### src/rtl/cla_pkg.sv
// Shared constants and FSM encoding for the sequential CLA subtract/compare path.
package cla_pkg;

    localparam int CLA_W     = 64;
    localparam int CLA_SLICE = 16;
    localparam int CLA_NS    = CLA_W / CLA_SLICE;

    typedef enum logic [1:0] {
        IDLE = 2'd0,
        CALC = 2'd1,
        DONE = 2'd2
    } state_t;

endpackage

### src/rtl/CLA_16_bit.sv
// 16-bit two-level carry-lookahead adder slice: four 4-bit groups, group
// generate/propagate combined by a second lookahead level.
module CLA_16_bit (
    input  logic [15:0] a,
    input  logic [15:0] b,
    input  logic        cin,
    output logic [15:0] sum,
    output logic        cout,
    output logic        pout,
    output logic        gout
);

    logic [15:0] p;
    logic [15:0] g;
    logic [15:0] c;
    logic [3:0]  gp;
    logic [3:0]  gg;
    logic [4:0]  gc;

    // Bit/group propagate-generate, group carries, then per-bit carries and sum.
    always_comb begin
        p  = a ^ b;
        g  = a & b;
        gp = '0;
        gg = '0;
        c  = '0;
        for (int j = 0; j < 4; j++) begin
            gp[j] = &p[4*j +: 4];
            gg[j] = g[4*j+3]
                  | (p[4*j+3] & g[4*j+2])
                  | (p[4*j+3] & p[4*j+2] & g[4*j+1])
                  | (p[4*j+3] & p[4*j+2] & p[4*j+1] & g[4*j]);
        end
        gc[0] = cin;
        gc[1] = gg[0] | (gp[0] & cin);
        gc[2] = gg[1] | (gp[1] & gg[0]) | (gp[1] & gp[0] & cin);
        gc[3] = gg[2] | (gp[2] & gg[1]) | (gp[2] & gp[1] & gg[0])
              | (gp[2] & gp[1] & gp[0] & cin);
        gc[4] = gg[3] | (gp[3] & gg[2]) | (gp[3] & gp[2] & gg[1])
              | (gp[3] & gp[2] & gp[1] & gg[0])
              | (gp[3] & gp[2] & gp[1] & gp[0] & cin);
        for (int j = 0; j < 4; j++) begin
            c[4*j]   = gc[j];
            c[4*j+1] = g[4*j] | (p[4*j] & gc[j]);
            c[4*j+2] = g[4*j+1] | (p[4*j+1] & g[4*j]) | (p[4*j+1] & p[4*j] & gc[j]);
            c[4*j+3] = g[4*j+2] | (p[4*j+2] & g[4*j+1])
                     | (p[4*j+2] & p[4*j+1] & g[4*j])
                     | (p[4*j+2] & p[4*j+1] & p[4*j] & gc[j]);
        end
        sum  = p ^ c;
        cout = gc[4];
        pout = &gp;
        gout = gg[3] | (gp[3] & gg[2]) | (gp[3] & gp[2] & gg[1])
             | (gp[3] & gp[2] & gp[1] & gg[0]);
    end

endmodule

### src/rtl/cla_seq_subtractor.sv
// Multi-cycle W-bit subtract/compare unit: a - b = a + ~b + 1, one CLA slice
// per cycle with a registered inter-slice carry, valid/ready on both sides.
// SLICE must match the 16-bit CLA slice width.
module cla_seq_subtractor
    import cla_pkg::*;
#(
    parameter int W     = CLA_W,
    parameter int SLICE = CLA_SLICE
) (
    input  logic         clk,
    input  logic         rst_n,
    input  logic         in_valid,
    output logic         in_ready,
    input  logic [W-1:0] a,
    input  logic [W-1:0] b,
    output logic         out_valid,
    input  logic         out_ready,
    output logic [W-1:0] diff,
    output logic         borrow,
    output logic         zero,
    output logic         ovf,
    output logic         lt_s
);

    localparam int NS = W / SLICE;
    localparam int KW = (NS > 1) ? $clog2(NS) : 1;
    localparam logic [KW-1:0] K_LAST = KW'(NS - 1);

    state_t         state;
    state_t         state_nxt;
    logic [W-1:0]   opa;
    logic [W-1:0]   opb_n;
    logic [W-1:0]   diff_nxt;
    logic           carry;
    logic [KW-1:0]  k;
    logic [SLICE-1:0] a_sl;
    logic [SLICE-1:0] b_sl;
    logic [SLICE-1:0] sum_sl;
    logic           cout_sl;
    logic           slice_pout_unused;
    logic           slice_gout_unused;
    logic           ovf_nxt;

    // Two's-complement overflow of a - b: operand signs differ and the
    // result sign differs from the minuend.
    function automatic logic calc_ovf(input logic a_msb, input logic b_msb,
                                      input logic d_msb);
        return (a_msb != b_msb) && (d_msb != a_msb);
    endfunction

    CLA_16_bit u_slice (
        .a    (a_sl),
        .b    (b_sl),
        .cin  (carry),
        .sum  (sum_sl),
        .cout (cout_sl),
        .pout (slice_pout_unused),
        .gout (slice_gout_unused)
    );

    // Select the current slice and merge its sum into the running difference.
    always_comb begin
        a_sl     = opa[int'(k)*SLICE +: SLICE];
        b_sl     = opb_n[int'(k)*SLICE +: SLICE];
        diff_nxt = diff;
        diff_nxt[int'(k)*SLICE +: SLICE] = sum_sl;
        ovf_nxt  = calc_ovf(opa[W-1], ~opb_n[W-1], diff_nxt[W-1]);
    end

    // State register.
    always_ff @(posedge clk or negedge rst_n) begin
        if (!rst_n) state <= IDLE;
        else        state <= state_nxt;
    end

    // Next-state and handshake outputs.
    always_comb begin
        state_nxt = state;
        in_ready  = 1'b0;
        out_valid = 1'b0;
        case (state)
            IDLE: begin
                in_ready = 1'b1;
                if (in_valid) state_nxt = CALC;
            end
            CALC: begin
                if (k == K_LAST) state_nxt = DONE;
            end
            DONE: begin
                out_valid = 1'b1;
                if (out_ready) state_nxt = IDLE;
            end
            default: state_nxt = IDLE;
        endcase
    end

    // Operand latch, slice accumulation, carry chain and final flags.
    always_ff @(posedge clk or negedge rst_n) begin
        if (!rst_n) begin
            opa    <= '0;
            opb_n  <= '0;
            diff   <= '0;
            carry  <= 1'b0;
            k      <= '0;
            borrow <= 1'b0;
            zero   <= 1'b0;
            ovf    <= 1'b0;
            lt_s   <= 1'b0;
        end else begin
            case (state)
                IDLE: begin
                    if (in_valid) begin
                        opa   <= a;
                        opb_n <= ~b;
                        carry <= 1'b1;
                        k     <= '0;
                    end
                end
                CALC: begin
                    diff  <= diff_nxt;
                    carry <= cout_sl;
                    if (k == K_LAST) begin
                        k      <= '0;
                        borrow <= ~cout_sl;
                        zero   <= (diff_nxt == '0);
                        ovf    <= ovf_nxt;
                        lt_s   <= diff_nxt[W-1] ^ ovf_nxt;
                    end else begin
                        k <= k + 1'b1;
                    end
                end
                default: ;
            endcase
        end
    end

endmodule

### config.mk
export PLATFORM = sky130hd
export DESIGN_NAME = cla_seq_subtractor
export DESIGN_NICKNAME = d
export VERILOG_FILES = /design/src/rtl/cla_pkg.sv /design/src/rtl/CLA_16_bit.sv /design/src/rtl/cla_seq_subtractor.sv
export SDC_FILE = /design/constraint.sdc
export NUM_CORES = 1
export LEC_CHECK = 0
export BUFFER_PORTS_ARGS = -buffer_cell sky130_fd_sc_hd__buf_2
export CAP_MARGIN = 0
export CELL_PAD_IN_SITES_DETAIL_PLACEMENT = 1
export CELL_PAD_IN_SITES_GLOBAL_PLACEMENT = 1
export CORE_UTILIZATION = 45
export DETAILED_ROUTE_END_ITERATION = 8
export GPL_TIMING_DRIVEN = 0
export PLACE_DENSITY_LB_ADDON = 0.12
export SKIP_CTS_REPAIR_TIMING = 1
export SLEW_MARGIN = 20
export SYNTH_ARGS = -nofsm -noshare
export SYNTH_HDL_FRONTEND = slang
export SYNTH_SLANG_ARGS = --single-unit
### constraint.sdc
create_clock -name clk -period 9.25 [get_ports clk]
set_clock_uncertainty 0.05 [all_clocks]
set_input_delay 0.925 -clock clk [delete_from_list [all_inputs] [get_ports clk]]
set_output_delay 0.925 -clock clk [all_outputs]
set_load 0.02 [all_outputs]
Yosys cells after proc, flatten, opt, wreduce, memory -nomap -nowiden
Index checks and enable logic that the tools add are counted.
{ "totals": {"latch_bits": 0, "ram_bits": 0, "word_cells": 173, "regBits": 201, "out_inout_bits": 70, "mem_count": 0, "rom_bits": 0} }
{ "classes": {"n_lt_le_gt_ge": 0, "div_mod_pow": 0, "n_mul": 0, "reduce_logical": 12, "bitwise_logic": 125, "n_addsub": 2, "n_eq_ne": 8, "shift": 4, "muxes": 12} }
{ "op_table": {"columns": ["operator", "n"], "rows": [
  ["64-bit by 7-bit variable part select with 16-bit output", 2],
  ["1-bit bitwise AND", 72],
  ["64-bit bitwise mux", 1],
  ["64-bit zero test", 1],
  ["64-bit NOT", 1],
  ["16-bit by 33-bit variable shift with 64-bit output (first input constant)", 1],
  ["16-bit by 33-bit variable part select with 64-bit output", 1],
  ["1-bit bitwise OR", 46],
  ["6-bit negation with 33-bit output", 1],
  ["16-bit bitwise XOR", 2],
  ["16-bit bitwise AND", 1],
  ["4-bit AND reduction", 4],
  ["2-bit two-way mux", 5],
  ["2-bit != test (second input constant)", 3],
  ["2-bit one-hot mux with 3 select lines", 1],
  ["2-bit AND reduction", 3],
  ["2-bit == test (second input constant)", 2],
  ["2-bit one-hot mux with 2 select lines", 1],
  ["1-bit two-way mux", 3],
  ["3-bit AND reduction", 1],
  ["2-bit by 1-bit adder with 2-bit output (second input constant)", 1],
  ["2-bit by 1-bit == test with 1-bit output (second input constant)", 1],
  ["2-bit zero test", 1],
  ["1-bit != test", 2],
  ["other kinds (5)", 6]
]} }

Depth between registers and ports, before layout
Gate-level depths: netlist (run 1).
{ "logic_depth": {"ltp_word": 18, "ltp_mapped": 20, "mapped_depth_nobuf": 17} }

Hierarchy
A second synthesis (run 1) with hierarchy kept.
{ "unflattened": {"hier_cells": 877, "area_unflattened_um2": 9280.2} }
{ "by_module_without_submodules": {"columns": ["module", "cells_each", "seq_area_each_um2", "area_each_um2", "n_inst"], "rows": [
  ["cla_seq_subtractor", 783, 5029.8, 8552.0, 1],
  ["CLA_16_bit", 94, 0.0, 728.2, 1]
]} }

Worst setup path before layout (run 1)
No wires, ideal clock.
{ "synth_timing": {"path_type": "register to register", "startpoint": "register k[0]", "endpoint": "register zero", "path_stages_with_launch": 21, "arrival_time_ps": 5049, "slack_ps": 4085, "setup_ps": 66, "cell_sequence": "dfrtp_1 > buf_1 > buf_2 > mux4_2 > ha_1 > buf_6 > a21o_1 > a221o_1 > nand2_1 > nand2_1 > nand2_1 > nand2_1 > fa_1 > xnor2_1 > nand4b_1 > a2111oi_1 > nand4_1 > a21oi_2 > nand3_4 > a211oi_2 > a41o_1"} }
{ "synth_between": {"elab_chain_cells": 16} }
{ "synth_lines": {"columns": ["element", "line", "text"], "rows": [
  ["from (decl)", "cla_seq_subtractor.sv:35", "logic [KW-1:0] k;"],
  ["from (signal assigned)", "cla_seq_subtractor.sv:129", "k <= k + 1'b1;"],
  ["64-bit by 7-bit variable part select with 16-bit output (on tied branches)", "cla_seq_subtractor.sv:63, cla_seq_subtractor.sv:64", null],
  ["16-bit bitwise XOR / 16-bit bitwise AND (equally long branches)", "CLA_16_bit.sv:22, CLA_16_bit.sv:23", null],
  ["1-bit bitwise AND (on tied branches)", "CLA_16_bit.sv:30, CLA_16_bit.sv:31, CLA_16_bit.sv:32", null],
  ["1-bit bitwise OR, or another cell as far along", "CLA_16_bit.sv:30", "| (p[4*j+3] & g[4*j+2])"],
  ["1-bit bitwise OR / 1-bit bitwise AND (equally long branches)", "CLA_16_bit.sv:31, CLA_16_bit.sv:32", null],
  ["1-bit bitwise OR", "CLA_16_bit.sv:32", "| (p[4*j+3] & p[4*j+2] & p[4*j+1] & g[4*j]);"],
  ["1-bit bitwise AND", "CLA_16_bit.sv:37", "gc[3] = gg[2] | (gp[2] & gg[1]) | (gp[2] & gp[1] & gg[0])"],
  ["1-bit bitwise OR (2 in a row)", "CLA_16_bit.sv:37", null],
  ["1-bit bitwise OR", "CLA_16_bit.sv:38", "| (gp[2] & gp[1] & gp[0] & cin);"],
  ["1-bit bitwise AND (on tied branches)", "CLA_16_bit.sv:44, CLA_16_bit.sv:45, CLA_16_bit.sv:48", null],
  ["1-bit bitwise OR (on tied branches)", "CLA_16_bit.sv:44, CLA_16_bit.sv:45, CLA_16_bit.sv:48", null],
  ["16-bit bitwise XOR", "CLA_16_bit.sv:50", "sum = p ^ c;"],
  ["16-bit by 33-bit variable part select with 64-bit output", "cla_seq_subtractor.sv:66", "diff_nxt[int'(k)*SLICE +: SLICE] = sum_sl;"],
  ["64-bit bitwise mux", "cla_seq_subtractor.sv:66", null],
  ["64-bit zero test", "cla_seq_subtractor.sv:125", "zero <= (diff_nxt == '0);"],
  ["to (signal assigned)", "cla_seq_subtractor.sv:125", null],
  ["to (decl)", "cla_seq_subtractor.sv:20", "output logic zero,"]
]} }
Parallel ways exist; a longest one is shown, timed or not.
A chain may end at the register's enable or synchronous reset.

Final worst setup path (run 1)
Same ends and word-level chain as after synthesis.

==> results.json, run 1 <==
{
  "status": "complete, no violations",
  "fp.dieH_um": 147,
  "critPathLaunchType": "register",
  "drt-initial-drc-count": 460,
  "finalHoldViolCount": 0,
  "finalCriticalPeriod_ns": 6.63,
  "viasPerCell": 5.76,
  "num_rows": 52,
  "final.setup.tns_ns": 0,
  "grt_util_all_layers_pct": 30.7,
  "yosysSeqAreaShare_pct": 52.8,
  "maxCapViolCount": 0,
  "areaGrowthSynthToFinish_pct": 23.8,
  "yosysUniqueCellTypes": 73,
  "vias": 8334,
  "core_area_um2": 20500,
  "synth_edf_count": 0,
  "netlist_area_um2": 9520,
  "async_flop_share_pct": 100,
  "fill_cells": 2359,
  "dp_cells": 1409,
  "layout.nets": 1321,
  "clk_pin_slew_worst_paths_ns": 0.07,
  "clock-sinks": 201,
  "numCtsBuffers": 22,
  "postSynthAreaPerCell_um2": 10.2,
  "h-tree-depth": 1,
  "grt_antenna_before_repair": 0,
  "grt_setup_unrepaired": "false",
  "ant_nets": 0,
  "hold_ws_ns": 0.269,
  "max_freq_ghz": 0.151,
  "yosys-top-cells-count": "nand2_1, dfrtp_1, o21ai_0",
  "synth_nets": 1094,
  "gp_congestion": 0.889,
  "synth_area_leaders": "dfrtp_1, nand2_1, mux4_2",
  "fin_crit_sh_pct": 71.7,
  "path_class": "register to register",
  "antenna_cells": 0,
  "cp-end-kind": "register",
  "worst-endpoint-required_ns": 9.65,
  "synth_largest_area_cell": "dfrtp_1",
  "clk_path_buf_depth": 3,
  "hp-class": "primary input to asynchronous set/reset pin",
  "synth_top_area_share_pct": 52.8,
  "cp_data_arrival_time_ns": 7.03,
  "wl_per_cell_um": 22.4,
  "dieArea_um2": 21700,
  "drcViolationCount": 0,
  "portBuffers": 201,
  "postRouteWirelength_mm": 32.4,
  "layoutNonFillerInstCount": 1448,
  "crit_fanout": 11,
  "grt.overflow.total": 0,
  "drive_above_1_share_pct": 25.2,
  "yosys_warnings": 0,
  "ys.flop_type": "dfrtp_1",
  "grt_max_degree": 87,
  "ys_ff_latch": 201,
  "cts_root_buf": "clkbuf_16",
  "firstDrtPassIters": 4,
  "relSlewSlack_pct": 25.3,
  "worstMarginPinSlew_ns": 1.11,
  "synth.most_common_cell": "nand2_1",
  "die_x_um": 147,
  "boundaryPins": 202,
  "syn-instance-count": 936,
  "clk_latency_ns": 0.50,
  "grt_pass1_vias": 9064,
  "place_hpwl_mm": 23.9,
  "tritoncts": "built",
  "slew_violations": 0,
  "grt_pass1_wl_mm": 50.7,
  "start_util_pct": 46.4,
  "setup_viol": 0
}
## logic make-up after synthesis
group                    count (synthesis)  share of synthesized area (%)
AO/OA/AOI/OAI                          205                           14.1
XOR/XNOR                                 9                          0.907
adder cells (fa/ha/maj)                 26                           3.73
buffers and inverters                   59                           2.67
flip-flops                             201                           52.8
multiplexers                            34                           7.78
AND/OR/NAND/NOR                        402                           18.0
## area by class of cell
| type | instances | area, um2 | area share [%] |
|---|---|---|---|
| clock buffer | 26 | 607 | 5.15 |
| buffer | 48 | 213 | 1.81 |
| sequential | 201 | 5030 | 42.7 |
| multi-input combinational | 676 | 4230 | 35.9 |
| timing repair buffer | 203 | 1070 | 9.09 |
| tap | 270 | 338 | 2.87 |
| inverter | 11 | 41.3 | 0.351 |
| clock inverter | 13 | 246 | 2.09 |
## per-stage QoR
step	setup slack (ns)	util, %	area, um2
2_1_floorplan	4.08	-	9520
3_3_place_gp	2.97	53.0	10900
3_5_place_dp	2.80	53.3	10900
4_1_cts	2.76	57.5	11800
5_1_grt	2.41	57.5	11800
6_report	2.62	57.5	11800
## critical path, stage by stage (launching register included)
cell and delay, ns:
dfrtp_1 0.55, buf_1 0.66, buf_2 0.48, mux4_2 0.61, ha_1 0.31, buf_6 0.14, a21o_1 0.20, a221o_1 0.40
nand2_1 0.15, nand2_1 0.11, fa_1 0.39, xnor2_1 0.87, nand4b_1 0.29, a2111oi_1 0.47, nand4_1 0.17, a21oi_2 0.20
nand3_4 0.08, a211oi_2 0.23, a41o_1 0.20
## flip-flops by register name, indices dropped and copies added, names as in the netlist
signal / cells
borrow: 1
carry: 1
diff: 64
k: 2
lt_s: 1
opa: 64
opb_n: 64
ovf: 1
state: 2
zero: 1
## layout by cell type, fill, tap and decap left out, types with 5 or more instances in the layout
cell / n
nand2_1: 317
buf_2: 202
dfrtp_1: 201
o21ai_0: 111
clkbuf_1: 32
mux4_2: 32
a22o_1: 28
clkbuf_16: 23
ha_1: 22
nor2_1: 21
a21oi_1: 16
nor4_1: 13
inv_1: 11
buf_1: 10
nor3_1: 8
bufinv_16: 7
nand3_1: 6
a21o_1: 5
nand2b_1: 5
nor2b_1: 5
xnor2_1: 5
## metal layers
| layer | GRT usage (%) | vias to the layer above | wire, um |
|---|---|---|---|
| li1 | - | 3732 | - |
| met3 | 4.04 | 72 | 1620 |
| met1 | 38.0 | 4237 | 13000 |
| met2 | 54.6 | 293 | 16600 |
| met5 | 0 | - | 0 |
| met4 | 12.0 | 0 | 1180 |
## worst paths after layout
| kind | to | depth (start not counted) | start | slack, ns |
|---|---|---|---|---|
| max | zero$_DFFE_PN0P_ | 18 | k[0]$_DFFE_PN0P_ | 2.62 |
| min | diff[26]$_DFFE_PN0P_ | 1 | rst_n | 0.27 |
| max reg2reg | zero$_DFFE_PN0P_ | 18 | k[0]$_DFFE_PN0P_ | 2.62 |
| min reg2reg | opb_n[41]$_DFFE_PN0P_ | 2 | opb_n[41]$_DFFE_PN0P_ | 0.43 |
| max in group asynchronous | opb_n[51]$_DFFE_PN0P_ | 3 | rst_n | 7.76 |
| min in group clk | opb_n[41]$_DFFE_PN0P_ | 2 | opb_n[41]$_DFFE_PN0P_ | 0.43 |
Power of run 1 is left out: the tool's default activity adds up to more than one toggle a clock period on the data nets, which glitch-free logic cannot reach.
==> run 2: changes to the inputs <==
- ABC_AREA: default -> 1
- CORE_UTILIZATION: 45 -> 41
- clock period: 9.25 -> 7 ns (I/O delays scaled with it)
==> run 2 against run 1 <==
  * Sequential share of layout area fell by 2.6 points
  * Non-clock buffer count rose by 17
  * Critical path depth rose by 14
  * Count of clock-buffer cells in the layout rose by 12
  * Worst setup slack got worse by 1.6 ns
  * The run now ends with negative hold slack left
  * Die area rose by 18%
  * Design area rose by 6.4%
  * Via count rose by 18%
  * Synthesized area rose by 8.1%
  * Critical path type unchanged
  * Worst hold slack got worse by 0.28 ns
==> results.json, run 2 <==
{
  "dieArea_um2": 25700,
  "tritoncts": "built",
  "crit_fanout": 10,
  "worst-endpoint-required_ns": 7.41,
  "hold_ws_ns": -0.0148,
  "finalCriticalPeriod_ns": 6.00,
  "cts_root_buf": "clkbuf_16",
  "grt_antenna_before_repair": 0,
  "crit_top_cell": "nand2_1",
  "most-common-layout-cells": "nand2_1, buf_2, dfrtp_1",
  "r2r_setup_slack_ns": 1.0,
  "portBuffers": 201,
  "largest_registers": "diff (64), opa (64), opb_n (64)",
  "fin_crit_sh_pct": 85.8,
  "setup_viol": 0,
  "grt_util_all_layers_pct": 29.6,
  "ir_worst_vdd_mv": 0.237,
  "num_rows": 57,
  "async_flop_share_pct": 100,
  "grt_pass1_wl_mm": 58.5,
  "maxCapViolCount": 0,
  "grt_max_degree": 96,
  "start_util_pct": 42.1,
  "drt-initial-drc-count": 611,
  "synth_top_area_share_pct": 48.9,
  "grt.overflow.total": 0,
  "numCtsBuffers": 24,
  "synth_area_leaders": "dfrtp_1, nand2_1, o21ai_0",
  "clk_latency_ns": 0.54,
  "h-tree-depth": 1,
  "finalHoldViolCount": 27,
  "yosys-top-cells-count": "nand2_1, dfrtp_1, o21ai_0",
  "yosysSeqAreaShare_pct": 48.9,
  "netlist_area_um2": 10300,
  "synth.most_common_cell": "nand2_1",
  "ant_nets": 0,
  "relSlewSlack_pct": 34.5,
  "r2r_end": "zero$_DFFE_PN0P_",
  "viasPerCell": 5.43,
  "clk_path_buf_depth": 3,
  "critPathLaunchType": "register",
  "postRouteWirelength_mm": 37.5,
  "place_hpwl_mm": 28.1,
  "syn-instance-count": 1237,
  "synth_edf_count": 0,
  "firstDrtPassIters": 5,
  "layout_commonest_cell": "nand2_1",
  "yosys_warnings": 0,
  "cp-end-kind": "register",
  "grt_setup_unrepaired": "false",
  "drcViolationCount": 0,
  "r2r-start": "k[0]$_DFFE_PN0P_",
  "slew_violations": 0,
  "layout.nets": 1624,
  "areaGrowthSynthToFinish_pct": 21.8,
  "fp.dieH_um": 160,
  "violations": "negative hold slack",
  "synth_nets": 1395,
  "status": "complete, but fails checks",
  "hp-class": "primary input to asynchronous set/reset pin",
  "antenna_cells": 0,
  "crit_start": "k[0]$_DFFE_PN0P_",
  "p_leak_uw": 0.00615,
  "final.setup.tns_ns": 0,
  "yosysUniqueCellTypes": 39,
  "fin_area_um2": 12500,
  "postPlaceCellArea_um2": 11800,
  "max_freq_ghz": 0.167,
  "worstMarginPinSlew_ns": 0.982,
  "rr_worst_depth": 32,
  "path_class": "register to register",
  "ys.flop_type": "dfrtp_1",
  "cp_data_arrival_time_ns": 6.42,
  "critPathSlowestCell": "fa_1",
  "boundaryPins": 202,
  "die_x_um": 160,
  "core_area_um2": 24500,
  "vias": 9812,
  "gp_congestion": 0.940,
  "drive_above_1_share_pct": 22.5,
  "clock-sinks": 201,
  "clk_pin_slew_worst_paths_ns": 0.06,
  "ys_ff_latch": 201,
  "synth_largest_area_cell": "dfrtp_1",
  "wl_per_cell_um": 20.8,
  "grt_pass1_vias": 10200,
  "p_per_area_nw_per_um2": 632,
  "cp_slowest_stage_delay_ns": 0.52,
  "postSynthAreaPerCell_um2": 8.32
}
==> run 2: changes by cell type in the layout (fill, tap and decap cells not counted), moves of 32 or more <==
cell / change
nor2_1: +146
o21ai_0: +68
inv_1: +65
mux2_2: +64
nand2_1: -34
nand3_1: +40
mux4_2: -32
==> run 2: stage by stage <==
| stage | utilization, % | total power (uW) | hold WS (ns) | setup slack (ns) | instances |
|---|---|---|---|---|---|
| floorplan | - | 4980 | 0.354 | 2.96 | 1237 |
| CTS | 51.2 | 7900 | -0.0138 | 1.05 | 1806 |
| finish | 51.2 | 7920 | -0.0148 | 0.997 | 1806 |
| global route | 51.2 | 8500 | 0.000627 | 0.641 | 1806 |
| detailed placement | 48.1 | 6650 | 0.417 | 1.09 | 1764 |
| global placement | 47.8 | 6480 | 0.410 | 1.19 | 1762 |
==> run 2: layer usage <==
metal | GRT usage [%] | vias up | part of all wire [%]
li1 | - | 4578 | -
met1 | 38.5 | 4875 | 43
met2 | 51.3 | 292 | 49
met3 | 3.25 | 67 | 4.6
met4 | 9.61 | 0 | 3.1
met5 | 0 | - | 0
==> run 2: worst max-delay path by stage <==
| stage | endpoint | slack (ns) | cells after the start |
|---|---|---|---|
| 2_1_floorplan | zero$_DFFE_PN0P_ | 2.96 | 31 |
| 3_3_place_gp | zero$_DFFE_PN0P_ | 1.19 | 32 |
| 3_5_place_dp | zero$_DFFE_PN0P_ | 1.09 | 32 |
| 4_1_cts | zero$_DFFE_PN0P_ | 1.05 | 32 |
| 5_1_grt | zero$_DFFE_PN0P_ | 0.64 | 32 |
| 6_report | zero$_DFFE_PN0P_ | 1.0 | 32 |
==> run 2: critical path: cells and delay by family (launching register included) <==
kind,cells,cell delay (ns)
compound gates,2,0.57
fa+ha+maj,2,0.88
buf+inv,7,1.75
flops,1,0.42
simple gates,21,2.22
==> run 2: layout make-up <==
class                   count  area (um2)
fillers                  3038       11900
flip-flops and latches    201        5030
multi-input cells         887        4670
repair buffers            203        1070
clock buffers              38         733
well taps                 324         405
inverters                  84         315
plain buffers              65         268
clock inverters             4        33.8
==> run 2: power by group <==
part           switching, uW  internal [uW]
clock                    504            715
combinational           3190           1480
sequential               343           1690
total                   4040           3880
==> run 2: logic make-up after synthesis <==
| group | Yosys count | synth area share (%) |
|---|---|---|
| and+or+nand+nor | 541 | 21.6 |
| AOI/OAI and AO/OA | 256 | 13.4 |
| DFF | 201 | 48.9 |
| buffers and inverters | 149 | 5.67 |
| muxes | 64 | 7.01 |
| adders and majority gates | 26 | 3.45 |
No activity file was read; power rests on OpenSTA's default activity.
